===== src/rtl/ctrl_pipe.sv =====
// ctrl_pipe: carries the decoder control word and register indices through
// ID/EX, EX/MEM and MEM/WB. Generates the load-use stall, the flush bubble,
// the ALU operand forwarding selects and a saturating stall-cycle counter.
module ctrl_pipe #(
  parameter int CNT_W = 16
) (
  input  logic             clk,
  input  logic             rstn,
  input  logic [31:0]      ctrl_id,
  input  logic [4:0]       rd_id,
  input  logic [4:0]       rs1_id,
  input  logic [4:0]       rs2_id,
  input  logic             flush,
  output logic [31:0]      ctrl_ex,
  output logic [31:0]      ctrl_mem,
  output logic [31:0]      ctrl_wb,
  output logic [4:0]       rd_ex,
  output logic [4:0]       rd_mem,
  output logic [4:0]       rd_wb,
  output logic             stall,
  output logic [1:0]       fwd_a,
  output logic [1:0]       fwd_b,
  output logic [CNT_W-1:0] stall_cnt
);

  localparam logic [1:0] M_LOAD = 2'd2;
  localparam int         B_WB   = 12;

  logic [4:0] rs1_ex;
  logic [4:0] rs2_ex;
  logic       hazard;
  logic       bubble;

  // MEM result has priority over the older WB value for the same register.
  function automatic logic [1:0] fwd_sel(
    input logic [4:0]  rs,
    input logic [31:0] c_mem,
    input logic [4:0]  r_mem,
    input logic [31:0] c_wb,
    input logic [4:0]  r_wb
  );
    if (c_mem[B_WB] && (r_mem != 5'd0) && (r_mem == rs))
      return 2'd1;
    else if (c_wb[B_WB] && (r_wb != 5'd0) && (r_wb == rs))
      return 2'd2;
    else
      return 2'd0;
  endfunction

  // Load-use detection; a taken branch flushes ID anyway, so it suppresses the stall.
  always_comb begin
    hazard = (ctrl_ex[9:8] == M_LOAD) && (rd_ex != 5'd0) &&
             ((rd_ex == rs1_id) || (rd_ex == rs2_id));
    stall  = hazard && !flush;
    bubble = flush || stall;
  end

  // Operand selects for the instruction currently in EX.
  always_comb begin
    fwd_a = fwd_sel(rs1_ex, ctrl_mem, rd_mem, ctrl_wb, rd_wb);
    fwd_b = fwd_sel(rs2_ex, ctrl_mem, rd_mem, ctrl_wb, rd_wb);
  end

  // ID/EX register: takes the decoded instruction or an all-zero bubble.
  always_ff @(posedge clk or negedge rstn) begin
    if (!rstn) begin
      ctrl_ex <= '0;
      rd_ex   <= '0;
      rs1_ex  <= '0;
      rs2_ex  <= '0;
    end else if (bubble) begin
      ctrl_ex <= '0;
      rd_ex   <= '0;
      rs1_ex  <= '0;
      rs2_ex  <= '0;
    end else begin
      ctrl_ex <= ctrl_id;
      rd_ex   <= rd_id;
      rs1_ex  <= rs1_id;
      rs2_ex  <= rs2_id;
    end
  end

  // EX/MEM and MEM/WB advance unconditionally every cycle.
  always_ff @(posedge clk or negedge rstn) begin
    if (!rstn) begin
      ctrl_mem <= '0;
      rd_mem   <= '0;
      ctrl_wb  <= '0;
      rd_wb    <= '0;
    end else begin
      ctrl_mem <= ctrl_ex;
      rd_mem   <= rd_ex;
      ctrl_wb  <= ctrl_mem;
      rd_wb    <= rd_mem;
    end
  end

  // Saturating count of stalled cycles.
  always_ff @(posedge clk or negedge rstn) begin
    if (!rstn)
      stall_cnt <= '0;
    else if (stall && (stall_cnt != {CNT_W{1'b1}}))
      stall_cnt <= stall_cnt + CNT_W'(1);
  end

endmodule

===== config.mk =====
export PLATFORM = sky130hd
export DESIGN_NAME = ctrl_pipe
export DESIGN_NICKNAME = d
export VERILOG_FILES = /design/src/rtl/ctrl_pipe.sv
export SDC_FILE = /design/constraint.sdc
export NUM_CORES = 1
export LEC_CHECK = 0
export ABC_AREA = 1
export BUFFER_PORTS_ARGS = -buffer_cell sky130_fd_sc_hd__buf_2
export CORE_UTILIZATION = 44
export DETAILED_ROUTE_END_ITERATION = 7
export HOLD_SLACK_MARGIN = 0.02
export PLACE_DENSITY_LB_ADDON = 0.1
export SETUP_SLACK_MARGIN = 0.2
export SYNTH_ARGS = -nofsm -noshare
export SYNTH_HDL_FRONTEND = slang
export SYNTH_SLANG_ARGS = --single-unit

===== constraint.sdc =====
create_clock -name clk -period 1.5 [get_ports clk]
set_input_delay 0.15 -clock clk [delete_from_list [all_inputs] [get_ports clk]]
set_output_delay 0.15 -clock clk [all_outputs]
set_load 0.01 [all_outputs]

* Word-level counts from Yosys, hierarchy flattened
Cells that the tools add are included.
** Word-level totals
- Register bits :: 137
- Bits in latches :: 0
- Memory bits (writable) :: 0
- Memory bits (read-only) :: 0
- Input bits :: 50
- Output and inout port bits :: 132
- Word-level logic and storage cells :: 42
- Memories kept :: 0
** Operators by class
- Add/sub/neg operators :: 1
- Multipliers :: 0
- Div/mod/pow operators :: 0
- Magnitude comparators :: 0
- Eq/ne operators :: 8
- Shifts and indexed selects :: 0
- Multiplexer cells :: 8
- Bitwise operators :: 0
- Reduce and logical (&&, ||, !) cells :: 16
** Operator list (number)
- 32-bit two-way mux :: 1
- 5-bit == test :: 6
- 16-bit by 1-bit adder with 16-bit output, second input constant :: 1
- 16-bit != test, second input constant :: 1
- 5-bit two-way mux :: 3
- 5-bit nonzero test :: 3
- 1-bit logical AND :: 10
- 2-bit two-way mux :: 4
- 2-bit == test, second input constant :: 1
- 1-bit logical OR :: 2
- 1-bit zero test :: 1

* Logic depth before layout (Yosys ltp)
Gate-level depths: netlist of run 1.
- Word-level depth :: 6
- Depth in mapped cells :: 11
- Mapped depth without buffers :: 10

* Least setup slack after synthesis of run 1
Ideal clock, no wire load.
- Kind :: reg2reg
- Start :: register stall_cnt[0]
- End :: register stall_cnt[8]
- Library setup time :: 0.116 ns
- Data arrival time :: 1.460 ns
- Required time :: 1.384 ns
- Setup slack :: -0.076 ns
- Stages on the path, launching flop included :: 10
- Buffers on the path :: 1
- Period minus slack after synthesis :: 1.576 ns
- Cell sequence :: dfrtp_1 ha_1 nand3_2 nor3_4 nand2_2 inv_2 nor2_8 buf_12 nand2_2 nand2_1
** Between the ends
- Longest elaborated chain between the ends :: 2
- Elaborated cells between the ends (all ways) :: 3
- Those cells by class :: add/sub (1); eq/ne (1); reduce/logical (1)
** Ends and longest elaborated chain
- start, declared :: RTL line 23 : output logic [CNT_W-1:0] stall_cnt
- start signal, assigned :: RTL line 104 : stall_cnt <= stall_cnt + CNT_W'(1);
- branches (longest 2 deep; another with 16-bit by 1-bit adder with 16-bit output)
Several ways; the timed one is not identified.
A chain may end at the register's enable or synchronous reset.

* Worst setup path after layout of run 1
- Start :: register rd_mem[2]
- End :: output fwd_a[1]
** Between the ends
- Longest elaborated chain between the ends :: 4
- Elaborated cells between the ends (all ways) :: 5
- Those cells by class :: eq/ne (1); mux (1); reduce/logical (3)
** Ends and longest elaborated chain
- start, declared :: RTL line 18 : output logic [4:0] rd_mem,
- start signal, assigned :: RTL line 93 : rd_mem <= rd_ex;
- 5-bit nonzero test :: RTL line 42 : if (c_mem[B_WB] && (r_mem != 5'd0) && (r_mem == rs))
- 1-bit logical AND :: RTL line 42
- 1-bit logical AND (*) :: RTL line 42
- 2-bit two-way mux (*) :: RTL line 42
- end, declared :: RTL line 21 : output logic [1:0] fwd_a,
Every way passes the cells marked *; elsewhere a longest branch is shown, timed or not.

==> flow_summary_export.csv, run 1 <==
group,metric,value,unit
outcome,status,"finished, violations left",
outcome,violations,"setup timing",
clocking,cts_tree,"done",
synth,synth_cell_types,28,
global_routing,grt_pass1_vias,4040,
pwr,ir_drop,0.777,mV
floorplanning,ioPinCount,182,
job,drv_cap,0,
setup_path,criticalPathCategory,"reg2out",
timing,fin_ws,-362,ps
floorplanning,die_area,0.0116,mm2
floorplanning,coreArea,0.0109,mm2
drt,vias,3967,
synth,synth_nets,480,
drt,wire_per_inst,14.8,um
timing,fin_tns_setup,-14760,ps
synth,seq_area_frac_synth,0.697,
clocking,clock_path_buffers,2,
synth,synth-seq-cells,137,
final_layout,instances_no_fill,879,
pwr,cellLeakagePower,0.00441,uW
setup_path,crit_top_cell,"nor2_1",
drt,ant_nets,0,
timing,hold_violations,0,
drt,drtIter0Drc,96,
timing,fin_worst_skew,5.12,ps
min_path,hp-class,"in2async",
placed_design,gp_congestion,0.909,
timing,max_clock_freq,537,MHz
setup_path,setup.worst_path.start_class,"flip-flop",
setup_path,arrival,1710,ps
global_routing,grt_use_total,0.238,
timing,finalSetupViolCount,68,
setup_path,critical_path.top_delay_family,"flip-flops",
final_layout,area_growth_syn_to_layout,68.7,%
setup_path,critPathBufInv,1,
clocking,cts.sinks,137,
setup_path,critical_path.max_stage_delay,450,ps
timing,relSlewSlack,0.705,
drt,drt_first_pass_iters,5,
final_layout,layout_commonest_cell,"buf_2",
floorplanning,die_w,108,um
setup_path,crit_chain,"nor2_1 > nand2_1 > o21ai_2 > nor4_2 > nor2_1 > buf_2",
global_routing,grt_overflow,0,
floorplanning,die_h,108,um
synth,synth_area,0.00492,mm2
clocking,cts_buffers,17,
timing,worst_pin_slew,443,ps
drt,drc_errors,0,
clocking,clk_pin_slew,60,ps
final_layout,finalInstanceArea,0.00830,mm2
final_layout,drive_gt1_frac,0.515,
global_routing,antenna_found_initial,1,
setup_path,cp_slowest_cell,"dfrtp_2",
synth,syn-instance-count,429,
setup_path,required,1350,ps
placed_design,placed_area,0.00613,mm2
final_layout,layout_common_cells,"buf_2, dfrtp_1, nand2_1",
global_routing,grt_pass1_wl,20200,um
setup_path,critPathMaxFanout,5,
floorplanning,fp-row-count,38,
setup_path,cp-end-kind,"output pin",
placed_design,place_inst,757,
synth,yosysWarnings,0,
drt,routed_via_density,4.51,
final_layout,nets,777,
timing,timing.final.max_slew_violations,0,
clocking,root_buffer,"clkbuf_8",
pwr,powerDensity,1090,mW/mm2
timing,grt_setup_unrepaired,"yes",
timing,final.min_clock_period,1860,ps
timing,hold_ws,150,ps
placed_design,port_buffers,181,
pwr,finalPower,9090,uW
clocking,htree_levels,4,
floorplanning,start_util,0.452,
global_routing,grt_max_degree,47,
drt,route.final.wire_length,13000,um
clocking,clk_latency,510,ps
synth,avgSynthCellArea,11.5,um2
placed_design,dp_hpwl,7760,um
timing,fin_crit_sh,1.24,
## layer usage
metal	wire (um)	GRT usage	vias up
li1	-	-	1891
met1	5130	0.279	1928
met2	6850	0.408	139
met3	867	0.0690	9
met4	122	0.101	0
met5	0	0	-
## cell usage after synthesis (all sizes together)
cell | count | area, um2
nor4 | 2 | 12.5
nand2 | 87 | 362
nand3 | 12 | 82.6
nor3 | 4 | 31.3
clkinv | 1 | 3.75
xnor2 | 19 | 166
nor2 | 70 | 282
buf | 7 | 73.8
nand3b | 1 | 7.51
dfrtp | 137 | 3430
nor3b | 1 | 12.5
xor2 | 17 | 149
nand4 | 7 | 58.8
o21ai | 2 | 10.0
ha | 1 | 12.5
inv | 61 | 229
## registers in the layout (all words and copies together) (netlist names)
register   cells
ctrl_ex       32
rs2_ex         5
rd_wb          5
ctrl_mem      32
stall_cnt     16
rd_mem         5
rs1_ex         5
ctrl_wb       32
rd_ex          5
## per-stage QoR
step                      setup slack [ps]  utilization
final                                 -362        0.762
after global routing                  -498        0.762
after CTS                             -392        0.729
after detailed placement             -50.2        0.563
after global placement                6.73        0.563
after floorplan                       28.3            -
## cell families after synthesis
| logic type | share of synthesized area |
|---|---|
| fa+ha+maj | 0.00254 |
| xor+xnor | 0.0641 |
| compound gates | 0.00203 |
| flops | 0.697 |
| simple gates | 0.172 |
| buf+inv | 0.0623 |
## final timing paths
path                                         from                  endpoint  slack, ps  cells after the start
hold reg to reg            ctrl_mem[27]$_DFF_PN0_     ctrl_wb[27]$_DFF_PN0_        360                      0
setup / recovery              rd_mem[2]$_DFF_PN0_                  fwd_a[1]       -360                      6
max in group asynchronous                    rstn  stall_cnt[4]$_DFFE_PN0P_        800                      3
hold / removal                               rstn     ctrl_wb[17]$_DFF_PN0_        150                      2
min in group clk                            flush  stall_cnt[6]$_DFFE_PN0P_        270                      5
setup reg to reg               rd_ex[0]$_DFF_PN0_     ctrl_ex[12]$_DFF_PN0_       -270                     13
## power by group
group	internal (uW)	leakage, uW	switching, uW
registers	3890	0.00176	128
clock network	2450	0.000278	1490
logic	563	0.00238	569
## layout make-up
cell class	instances	area [um2]
fillers	700	2590
multi-input cells	224	1680
diodes	1	2.50
inverters	62	234
repair buffers	284	2190
flip-flops and latches	137	3450
well taps	140	175
clock inverters	10	121
clock buffers	21	449
## repair_timing
action	in CTS	in global routing
setup endpoints to repair	82	95
pin swaps	13	5
gates resized for setup	105	68
endpoints found under the hold margin	184	0
setup buffers	27	9
hold buffers	48	0
cloned	6	0
(Power assumes the default switching activity.)
==> run 2: changes to the inputs <==
--- a/config.mk
+++ b/config.mk
@@ -7,6 +7,7 @@
 export LEC_CHECK = 0
 export ABC_AREA = 1
 export BUFFER_PORTS_ARGS = -buffer_cell sky130_fd_sc_hd__buf_2
+export CORE_ASPECT_RATIO = 1.75
 export CORE_UTILIZATION = 44
 export DETAILED_ROUTE_END_ITERATION = 7
 export HOLD_SLACK_MARGIN = 0.02
==> run 2 against run 1 <==
Net effect:
- the run still ends with setup timing left
- register-to-register slack improved by 110 ps
- die area increased by 0.14%
- sequential power about the same
- global-route usage decreased by 2.3 points
- via count decreased by 2.7%
- largest cell class unchanged
==> flow_summary_export.csv, run 2 (same netlist as run 1, synthesis figures left out) <==
group,metric,value,unit
outcome,violations,"setup timing",
clocking,clk_latency,400,ps
pwr,pwr-share-seq,0.452,
final_layout,reg_top3,"ctrl_ex: 32 flops, ctrl_mem: 32 flops, ctrl_wb: 32 flops",
global_routing,grt_pass1_wl,18400,um
clocking,htree_levels,4,
final_layout,final_core_util,0.712,
drt,drtIter0Drc,141,
pwr,ir_drop,0.910,mV
drt,ant_nets,0,
outcome,status,"finished, violations left",
setup_path,critPathMaxFanout,4,
clocking,root_buffer,"clkbuf_16",
drt,drt_first_pass_iters,4,
global_routing,grt_max_degree,52,
floorplanning,coreArea,0.0108,mm2
clocking,cts_buffers,17,
final_layout,layout_common_cells,"buf_2, dfrtp_1, nand2_1",
setup_path,setup.worst_path.start_class,"flip-flop",
final_layout,seq_area,0.00344,mm2
placed_design,placed_area,0.00612,mm2
timing,finalSetupViolCount,68,
pwr,cellLeakagePower,0.00421,uW
final_layout,instances_no_fill,846,
timing,grt_setup_unrepaired,"yes",
clocking,cts_tree,"done",
drt,vias,3859,
timing,hold_violations,0,
pwr,clkPwrFrac,0.441,
drt,route.final.wire_length,12200,um
timing,timing.final.max_slew_violations,0,
setup_path,arrival,1560,ps
timing,final.min_clock_period,1710,ps
min_path,hp-class,"in2async",
pwr,p_comb_frac,0.107,
timing,worst_pin_slew,463,ps
placed_design,gp_congestion,0.870,
floorplanning,die_w,81.9,um
final_layout,num-fill-cells,794,
placed_design,place_inst,746,
timing,hold_ws,254,ps
pwr,sw_frac_of_total,0.246,
floorplanning,die_h,142,um
final_layout,nets,754,
timing,fin_crit_sh,1.14,
drt,drc_errors,0,
clocking,clock_path_buffers,2,
job,drv_cap,0,
clocking,clk_pin_slew,60,ps
timing,relSlewSlack,0.691,
global_routing,antenna_found_initial,0,
clocking,cts.sinks,137,
timing,fin_tns_setup,-8980,ps
pwr,powerDensity,1160,mW/mm2
drt,wl_met2,6910,um
drt,met3_length,602,um
final_layout,multi_input_area,0.00144,mm2
global_routing,grt_pass1_vias,3952,
setup_path,required,1350,ps
drt,routed_via_density,4.56,
timing,max_clock_freq,585,MHz
final_layout,layout_commonest_cell,"buf_2",
floorplanning,ioPinCount,182,
global_routing,grt_use_total,0.215,
floorplanning,die_area,0.0116,mm2
global_routing,grt_overflow,0,
final_layout,finalInstanceArea,0.00766,mm2
final_layout,drive_gt1_frac,0.464,
floorplanning,fp-row-count,50,
timing,fin_ws,-210,ps
timing,fin_worst_skew,5.52,ps
placed_design,port_buffers,181,
pwr,p_sw,2180,uW
drt,wire_per_inst,14.4,um
floorplanning,start_util,0.457,
setup_path,criticalPathCategory,"reg2out",
final_layout,area_growth_syn_to_layout,55.8,%
placed_design,dp_hpwl,8020,um
final_layout,diodes,0,
drt,routed.top_layer,"met4",
pwr,p_int,6700,uW
drt,met1Wirelength,4390,um
setup_path,cp-end-kind,"output pin",
==> run 2: changes by cell type in the layout (fill, tap and decap cells not counted), moves of 6 or more <==
cell     change
dfrtp_1      +6
nor2_2      +17
dfrtp_2      -6
nor2_1      +20
buf_4       -14
buf_6       -20
nor2_4      -37
buf_2       +16
==> run 2: layer usage <==
metal,global-route usage,up-vias
li1,-,1837
met1,0.229,1877
met2,0.383,126
met3,0.0675,19
met4,0.0822,0
met5,0,-
==> run 2: worst paths after layout <==
kind	from	to	slack (ps)	cells after the start
max in group asynchronous	rstn	ctrl_mem[7]$_DFF_PN0_	660	3
setup / recovery	rd_mem[0]$_DFF_PN0_	fwd_a[1]	-210	5
hold reg to reg	ctrl_mem[14]$_DFF_PN0_	ctrl_wb[14]$_DFF_PN0_	370	0
min in group clk	ctrl_mem[14]$_DFF_PN0_	ctrl_wb[14]$_DFF_PN0_	370	0
setup reg to reg	rd_ex[0]$_DFF_PN0_	ctrl_ex[12]$_DFF_PN0_	-160	12
hold / removal	rstn	rd_mem[4]$_DFF_PN0_	250	2
==> run 2: power by group through the flow <==
stage	combinational (uW)	clock [uW]	sequential (uW)
after floorplan	220	0	4150
after global placement	714	0	4060
after detailed placement	730	0	4070
after CTS	859	4000	4000
after global routing	1040	4180	4030
final	949	3920	4010
==> run 2: critical path: stages, from the launching register on <==
cell and delay [ps]:
dfrtp_2 450, xnor2_1 200, nand3_1 110, nor4_2 190, nor2_1 60, buf_2 140
==> run 2: area by class of cell <==
cell class | instances | area share
clock buffer | 20 | 0.0583
clock inverter | 12 | 0.0155
inverter | 62 | 0.0304
multi-input combinational | 224 | 0.188
sequential | 137 | 0.449
tap | 130 | 0.0212
timing repair buffer | 261 | 0.237
==> run 2: metrics by stage <==
step	setup WS, ps	power (uW)
2_1_floorplan	28.3	4370
3_3_place_gp	-6.74	4770
3_5_place_dp	-63.1	4800
4_1_cts	-244	8860
5_1_grt	-299	9250
6_report	-210	8870
==> run 2: what timing repair did <==
action,4_1_cts,5_1_grt
pin swaps,10,5
gates cloned,1,6
resized for setup,12,67
hold buffers,48,0
setup buffers,10,3
setup endpoints to repair,69,73
endpoints found under the hold margin,89,0
